==> src/rtl/uart_loader_ctrl.sv <==
// UART command loader: decodes single-byte commands from a UART receiver,
// controls CPU run/step/reset, and streams little-endian 32-bit words into
// instruction memory for the 'L' (load) command.
module uart_loader_ctrl #(
    parameter int ADDR_W         = 8,
    parameter int TIMEOUT_CYCLES = 300000
) (
    input  logic              clk,
    input  logic              reset,
    input  logic [7:0]        rx_data,
    input  logic              rx_valid,
    output logic              imem_we,
    output logic [ADDR_W-1:0] imem_addr,
    output logic [31:0]       imem_wdata,
    output logic              cpu_run,
    output logic              cpu_step,
    output logic              cpu_rst,
    output logic              busy,
    output logic              err,
    output logic [1:0]        state
);

    localparam int TW = $clog2(TIMEOUT_CYCLES + 1);

    localparam logic [7:0] CMD_LOAD  = 8'h4C;
    localparam logic [7:0] CMD_RUN   = 8'h52;
    localparam logic [7:0] CMD_HALT  = 8'h48;
    localparam logic [7:0] CMD_STEP  = 8'h53;
    localparam logic [7:0] CMD_CPURST = 8'h43;

    typedef enum logic [1:0] {
        S_IDLE = 2'd0,
        S_LEN  = 2'd1,
        S_DATA = 2'd2
    } state_t;

    state_t            fsm;
    logic [7:0]        words_left;
    logic [1:0]        byte_idx;
    logic [23:0]       hold;
    logic [ADDR_W-1:0] wr_addr;
    logic [TW-1:0]     tmo_cnt;

    logic              tmo_hit;

    assign state   = fsm;
    // Inter-byte idle limit is reached on the edge where the count would hit TIMEOUT_CYCLES.
    assign tmo_hit = !rx_valid && (tmo_cnt == TW'(TIMEOUT_CYCLES - 1));

    // Command decoder, load sequencer and all registered outputs.
    always_ff @(posedge clk) begin
        if (reset) begin
            fsm        <= S_IDLE;
            imem_we    <= 1'b0;
            imem_addr  <= '0;
            imem_wdata <= '0;
            cpu_run    <= 1'b0;
            cpu_step   <= 1'b0;
            cpu_rst    <= 1'b0;
            busy       <= 1'b0;
            err        <= 1'b0;
            words_left <= '0;
            byte_idx   <= '0;
            hold       <= '0;
            wr_addr    <= '0;
            tmo_cnt    <= '0;
        end else begin
            imem_we  <= 1'b0;
            cpu_step <= 1'b0;
            cpu_rst  <= 1'b0;

            case (fsm)
                S_IDLE: begin
                    tmo_cnt <= '0;
                    if (rx_valid) begin
                        case (rx_data)
                            CMD_RUN: begin
                                cpu_run <= 1'b1;
                                err     <= 1'b0;
                            end
                            CMD_HALT: begin
                                cpu_run <= 1'b0;
                                err     <= 1'b0;
                            end
                            CMD_STEP: begin
                                if (!cpu_run) begin
                                    cpu_step <= 1'b1;
                                    err      <= 1'b0;
                                end
                            end
                            CMD_CPURST: begin
                                cpu_rst <= 1'b1;
                                cpu_run <= 1'b0;
                                err     <= 1'b0;
                            end
                            CMD_LOAD: begin
                                if (cpu_run) begin
                                    err <= 1'b1;
                                end else begin
                                    err  <= 1'b0;
                                    fsm  <= S_LEN;
                                    busy <= 1'b1;
                                end
                            end
                            default: err <= 1'b1;
                        endcase
                    end
                end

                S_LEN: begin
                    if (rx_valid) begin
                        tmo_cnt <= '0;
                        if (rx_data == 8'h00) begin
                            err  <= 1'b1;
                            fsm  <= S_IDLE;
                            busy <= 1'b0;
                        end else begin
                            words_left <= rx_data;
                            wr_addr    <= '0;
                            byte_idx   <= '0;
                            fsm        <= S_DATA;
                        end
                    end else if (tmo_hit) begin
                        err     <= 1'b1;
                        fsm     <= S_IDLE;
                        busy    <= 1'b0;
                        tmo_cnt <= '0;
                    end else begin
                        tmo_cnt <= tmo_cnt + 1'b1;
                    end
                end

                S_DATA: begin
                    if (rx_valid) begin
                        tmo_cnt  <= '0;
                        byte_idx <= byte_idx + 2'd1;
                        case (byte_idx)
                            2'd0: hold[7:0]   <= rx_data;
                            2'd1: hold[15:8]  <= rx_data;
                            2'd2: hold[23:16] <= rx_data;
                            default: begin
                                imem_we    <= 1'b1;
                                imem_wdata <= {rx_data, hold};
                                imem_addr  <= wr_addr;
                                wr_addr    <= wr_addr + 1'b1;
                                if (words_left == 8'd1) begin
                                    fsm  <= S_IDLE;
                                    busy <= 1'b0;
                                end else begin
                                    words_left <= words_left - 8'd1;
                                end
                            end
                        endcase
                    end else if (tmo_hit) begin
                        // Partially assembled bytes in hold are simply abandoned.
                        err     <= 1'b1;
                        fsm     <= S_IDLE;
                        busy    <= 1'b0;
                        tmo_cnt <= '0;
                    end else begin
                        tmo_cnt <= tmo_cnt + 1'b1;
                    end
                end

                default: begin
                    fsm  <= S_IDLE;
                    busy <= 1'b0;
                end
            endcase
        end
    end

endmodule

==> config.mk <==
export PLATFORM = sky130hd
export DESIGN_NAME = uart_loader_ctrl
export DESIGN_NICKNAME = d
export VERILOG_FILES = /design/src/rtl/uart_loader_ctrl.sv
export SDC_FILE = /design/constraint.sdc
export NUM_CORES = 1
export LEC_CHECK = 0
export CAP_MARGIN = 20
export CORE_MARGIN = 2
export CORE_UTILIZATION = 35
export DETAILED_ROUTE_END_ITERATION = 12
export GPL_TIMING_DRIVEN = 0
export MAX_ROUTING_LAYER = met4
export RECOVER_POWER = 25
export SYNTH_ARGS = -nofsm -noshare
export SYNTH_HDL_FRONTEND = slang
export SYNTH_SLANG_ARGS = --single-unit
==> constraint.sdc <==
create_clock -name clk -period 4.4 [get_ports clk]
set_clock_uncertainty 0.1 [all_clocks]
set_input_delay 0.88 -clock clk [delete_from_list [all_inputs] [get_ports clk]]
set_output_delay 0.88 -clock clk [all_outputs]
set_load 0.05 [all_outputs]
-- Word level (Yosys, flattened, before mapping)
Cells that the tools add are included.
- shifts and indexed selects: 0
- $add $sub $neg: 4
- bitwise operators: 5
- reduce and logical (&&, ||, !) cells: 27
- multiplexer cells: 51
- equal/unequal tests: 24
- multiply operators: 0
- order comparisons: 0
- div/mod/pow operators: 0
- operator list (kind ; count):
    $mux 8 ; 9
    $eq 8x7->1 const B ; 5
    $mux 19 ; 2
    $pmux 19 s2 ; 1
    $pmux 8 s2 ; 2
    $mux 2 ; 12
    $add 19x1->19 const B ; 1
    $eq 19x19->1 const B ; 1
    $mux 1 ; 19
    $ne 2x2->1 const B ; 8
    $reduce_and 3->1 ; 5
    $reduce_and 5->1 ; 3
    $ne 3x3->1 const B ; 4
    $reduce_and 6->1 ; 2
    $reduce_or 3->1 ; 4
    $pmux 1 s3 ; 3
    $add 8x1->8 const B ; 1
    $eq 8x1->1 const B ; 1
    $logic_not 8->1 ; 1
    $sub 8x1->8 const B ; 1
    $pmux 2 s3 ; 1
    $reduce_bool 2->1 ; 3
    $not 1->1 ; 5
    $eq 2x1->1 const B ; 2
    12 further kinds ; 15
- memories: 0
- register bits after elaboration: 109
- word-level logic and storage cells: 127
- memory bits (writable): 0
- memory bits (read-only): 0
- bits in latches: 0
- output and inout port bits: 48

-- Depth between registers and ports, before layout
- depth in word-level cells: 5
- mapped depth: 9
- depth with buffers taken out: 7

-- Worst setup path after synthesis
Ideal clock, no wire load.
- path type: input to register
- start point: input rx_data[5]
- end point: register words_left[7]
- setup time: 131 ps
- path buffers: 2
- arrival time: 2334 ps
- stages: 7
- slack: 1835 ps
- cells stage by stage: clkbuf_1 > or4_4 > o311a_4 > o21ai_4 > buf_6 > o21bai_1 > a21oi_2
- longest elaborated chain between the ends: 3
- ends and longest elaborated chain (what ; line ; source):
    start, declared ; 10 ; input logic [7:0] rx_data,
    $logic_not 8->1 ; 113 ; if (rx_data == 8'h00) begin
    $ne 2x2->1 (no source line) ; -- ;
    $reduce_and 6->1 (no source line) ; -- ;
    end signal, assigned ; 118 ; words_left <= rx_data;
    end signal, assigned ; 150 ; words_left <= words_left - 8'd1;
    end, declared ; 38 ; logic [7:0] words_left;
No other way between the ends.
A chain may end at the register's enable or synchronous reset.

-- Worst setup path in the final report
- start point: input rx_valid
- end point: register tmo_cnt[10]
- longest elaborated chain between the ends: 5
- ends and longest elaborated chain (what ; line ; source):
    start, declared ; 11 ; input logic rx_valid,
    $logic_not 1->1 ; 48 ; assign tmo_hit = !rx_valid && (tmo_cnt == TW'(TIMEOUT_CYCLES - 1));
    $logic_and 1x1->1 ; 48 ;
    $mux 19 ; 123, 154 ;
    $mux 19 * ; 111 ; if (rx_valid) begin
    $pmux 19 s2 * ; 72 ; case (fsm)
    end signal, assigned ; 129 ; tmo_cnt <= tmo_cnt + 1'b1;
    end signal, assigned ; 161 ; tmo_cnt <= tmo_cnt + 1'b1;
    end, declared ; 42 ; logic [TW-1:0] tmo_cnt;
Mark *: on every way between the ends. The rest lies on a longest branch, timed or not.

==> results.txt <==
The number of warnings reported in the yosys synthesis log is 0. The largest fanout of any net on the critical path is 10. The first global-routing pass estimated 19540 µm of wire. The net count of the finished layout is 689. The core footprint came out at approximately 0.014 mm². After clock tree synthesis, the clock-pin slew on the worst setup and hold paths is 70 ps. Across every metal layer, demand over resource in global routing totals 17.24%.

The layout overhead on the synthesized area came out at 20.08%. The beginning of the worst hold path is imem_wdata[18]$_SDFFE_PP0P_. The count of flip-flops with a built-in enable after synthesis is 0. Summing the areas of all compound-gate instances in the mapped netlist gives 15.20% of the synthesized area.

The final number of hold-violating endpoints is 0. The synthesized netlist occupies a cell area of 0.004897 mm². Setup total negative slack on the finished layout was measured at 0 ps.

After Yosys synthesis, XOR and XNOR cells account for 3.935% of the synthesized area. The sum of routed wire length over all layers came out at 12240 µm. The adder-cell share of the synthesized area is a little over 3%. The most critical setup path has its startpoint at rx_valid. The power density normalized to cell area came out at around 320 mW/mm². The half-perimeter wire length after placement is just under 9000 µm. The multiplexer share of the synthesized area came out at less than 1%.

STA classifies the critical path startpoint as an input port. The remaining global-route overflow came out at 0. The pin slew with the least headroom to its limit is ~1100 ps. The async set-reset flop share out of synthesis came out at 0%. The relative max-transition margin is roughly 24%. The die outline width is 122.3 µm. The number of setup violations in the final report is 0. Setup repair after global routing left no endpoint under its margin.

The shortest clock period the worst path allows after layout is 3436 ps. The leakage power summed over all cells came out at ~1.9 nW. The required time of the critical path came out at 4530 ps. The unique cell type count in the Yosys netlist came out at 62.

The first detailed-routing pass took 4 iterations. At the end of the flow the core is filled with cells to 42.70%. The H-tree was split into 3 levels. The count of boundary I/O pins came out at 59. The post-route worst hold slack came out at around 350 ps. The cell chosen for the clock root is sky130_fd_sc_hd__clkbuf_16. The number of buffers added for setup after CTS came out at 0. The count of buffers added on input and output ports is 53. The worst register-to-register path begins at tmo_cnt[10]$_SDFFE_PP0P_. The antenna diode count came out at 0. The summed area of non-filler cells in the final layout is 0.005881 mm². The number of antenna violations at the first check in global routing was 0.

The DRC violation total after the first TritonRoute iteration came out at 336. The count of unresolved DRC violations after routing came out at 0. The total of hold buffers inserted after clock tree synthesis came out at 0. The clock drives 109 sinks. The effective utilization at floorplan is between 30 and 40%.

Synthesis produced a netlist whose cell count is 602. The average vias per placed instance came out at 5.151. Dividing the final minimum period by the clock period gives 78.10%.

The vertical die dimension came out at about 120 µm. The placement-stage cell area came out at 0.005653 mm². The sequential share of the synthesized area is 44.56%.

The via count of the routed design is 4373. The number of gates given a new drive strength after cts came out at 0. The per-cell routed wire length is around 14 µm.

The final count of pins violating max slew came out at 0. The number of antenna-violating nets in the routed design is 0. The largest net degree at the start of global routing came out at 18. Counting along the longest clock path gives a buffer depth of 2.

The die covers approximately 0.015 mm². TritonCTS built the clock tree. The worst setup slack for register-to-register paths came out at roughly 1100 ps. The number of global-route vias before repair came out at 3945. Sorting the synthesized cells by area gives the leading types as sky130_fd_sc_hd__dfxtp_1 45%, sky130_fd_sc_hd__nand2_1 10%, sky130_fd_sc_hd__a21oi_1 7.8%. The post-route netlist has under 10% of its cells at a drive strength greater than 1. The completed layout was analyzed and its total power is 1.885 mW. The average instance area after synthesis is 8.135 µm². After synthesis the netlist holds a flip-flop and latch count of 109. The number of filler cells placed in the layout is 1417. The worst register-to-register path ends at tmo_cnt[10]$_SDFFE_PP0P_. Across the VDD grid, the largest voltage drop is 0.1714 mV.

The proportion of netlist area held by the largest area contributor came out at 44.56%. Following the worst setup path forward leads to its endpoint at tmo_cnt[10]$_SDFFE_PP0P_. The floorplan row count is 43.

The number of nets produced by synthesis is 625. Summed over all instances, the cell type with the most area after synthesis is sky130_fd_sc_hd__dfxtp_1. Of the total synthesized cell area, the portion taken by AND, OR, NAND and NOR gates is 27.87%. The maximum clock frequency came out at 0.2910 GHz. The clock latency on the worst-skew pair came out at 360 ps. The arrival time reported for the critical path endpoint came out at 3560 ps. By area, the combinational part of the netlist is dominated by simple AND/OR/NAND/NOR gates. The number of cells traversed by the worst register-to-register path came out at 6. The congestion estimate from routability-driven global placement came to between 0.8 and 0.9. The number of maximum-capacitance violations is 0. The nature of the critical path endpoint is a flip-flop. The flow ran to the end, and the final reports show no timing, DRC or antenna violations.

The tightest min-delay check is of the reg2reg type. The number of buffers created by CTS is 9. The critical path in this run is classified as in2reg. In the synthesized netlist the dominant register cell turns out to be sky130_fd_sc_hd__dfxtp_1.
## cell type report
| type | count | area, µm² | area share, % |
|---|---|---|---|
| Inverter | 16 | 60.06 | 1.021 |
| Clock inverter | 5 | 37.54 | 0.6383 |
| Tap cell | 180 | 225.2 | 3.830 |
| Buffer | 41 | 177.7 | 3.021 |
| Multi-Input combinational cell | 436 | 2442 | 41.53 |
| Clock buffer | 9 | 225.2 | 3.830 |
| Sequential cell | 109 | 2182 | 37.11 |
| Timing Repair Buffer | 53 | 530.5 | 9.021 |
## sequential cells by signal, summed over array words and instances (netlist names)
register	count
imem_wdata	32
cpu_rst	1
tmo_cnt	19
cpu_run	1
byte_idx	2
state	2
err	1
hold	24
wr_addr	8
words_left	8
busy	1
imem_we	1
cpu_step	1
imem_addr	8
## routing by layer
metal,vias up,share of wire (%),track usage [%]
li1,2183,-,-
met1,2061,46,21.79
met2,115,47,27.15
met3,14,5.8,4.368
met4,0,1.2,5.316
met5,-,0,-
## metrics by stage
stage / setup WS, ps / cells
3_5_place_dp: 1270 / 835
4_1_cts: 1648 / 849
3_3_place_gp: 1279 / 835
6_report: 963.8 / 849
5_1_grt: 754.8 / 849
2_1_floorplan: 1835 / 602
## report_power, final
group	switching [mW]	internal [mW]	leakage, nW
Combinational	0.0914	0.0460	0.886
Clock	0.367	0.382	0.129
Sequential	0.00746	0.992	0.878
## synthesized netlist by cell type (all sizes together), types with 7 or more instances
cell    count
xor2       15
dfxtp     109
nand3      38
a21oi      79
buf         8
nand2     133
nor2       48
xnor2       7
nand4      14
o21ai       9
clkbuf     33
nor3        7
inv        16
ha         12
## cell families (layout without fill, tap and decap cells)
kind of cell	Yosys count	count (layout)
xor+xnor	22	22
fa+ha+maj	12	12
compound gates	115	115
simple gates	285	285
buf+inv	57	124
mux	2	2
flops	109	109
## layout by cell type, fill, tap and decap left out, drive strengths merged, types with 14 or more instances in the layout
cell           Yosys  final
nor2              48     48
inv               16     18
nand4             14     14
xor2              15     15
dfxtp            109    109
nand3             38     38
nand2            133    133
clkbuf            33     44
clkdlybuf4s50      0     52
a21oi             79     79
## worst min path at each step
stage                     slack (ps)  depth (start not counted)                          end
after floorplan                  330                          2    imem_addr[6]$_SDFFE_PP0P_
after global routing             370                          2  imem_wdata[10]$_SDFFE_PP0P_
after CTS                        360                          2  imem_wdata[25]$_SDFFE_PP0P_
after detailed placement         350                          2  imem_wdata[25]$_SDFFE_PP0P_
final                            350                          2  imem_wdata[18]$_SDFFE_PP0P_
after global placement           340                          2        hold[22]$_SDFFE_PP0P_
## critical path, stage by stage
cell                       delay [ps]
sky130_fd_sc_hd__clkbuf_1         210
sky130_fd_sc_hd__nand3b_1         230
sky130_fd_sc_hd__nor4_1           530
sky130_fd_sc_hd__a21oi_1          270
sky130_fd_sc_hd__o21ai_0          920
sky130_fd_sc_hd__clkbuf_1         420
sky130_fd_sc_hd__nor2_1           100
(Power assumes the default switching activity.)
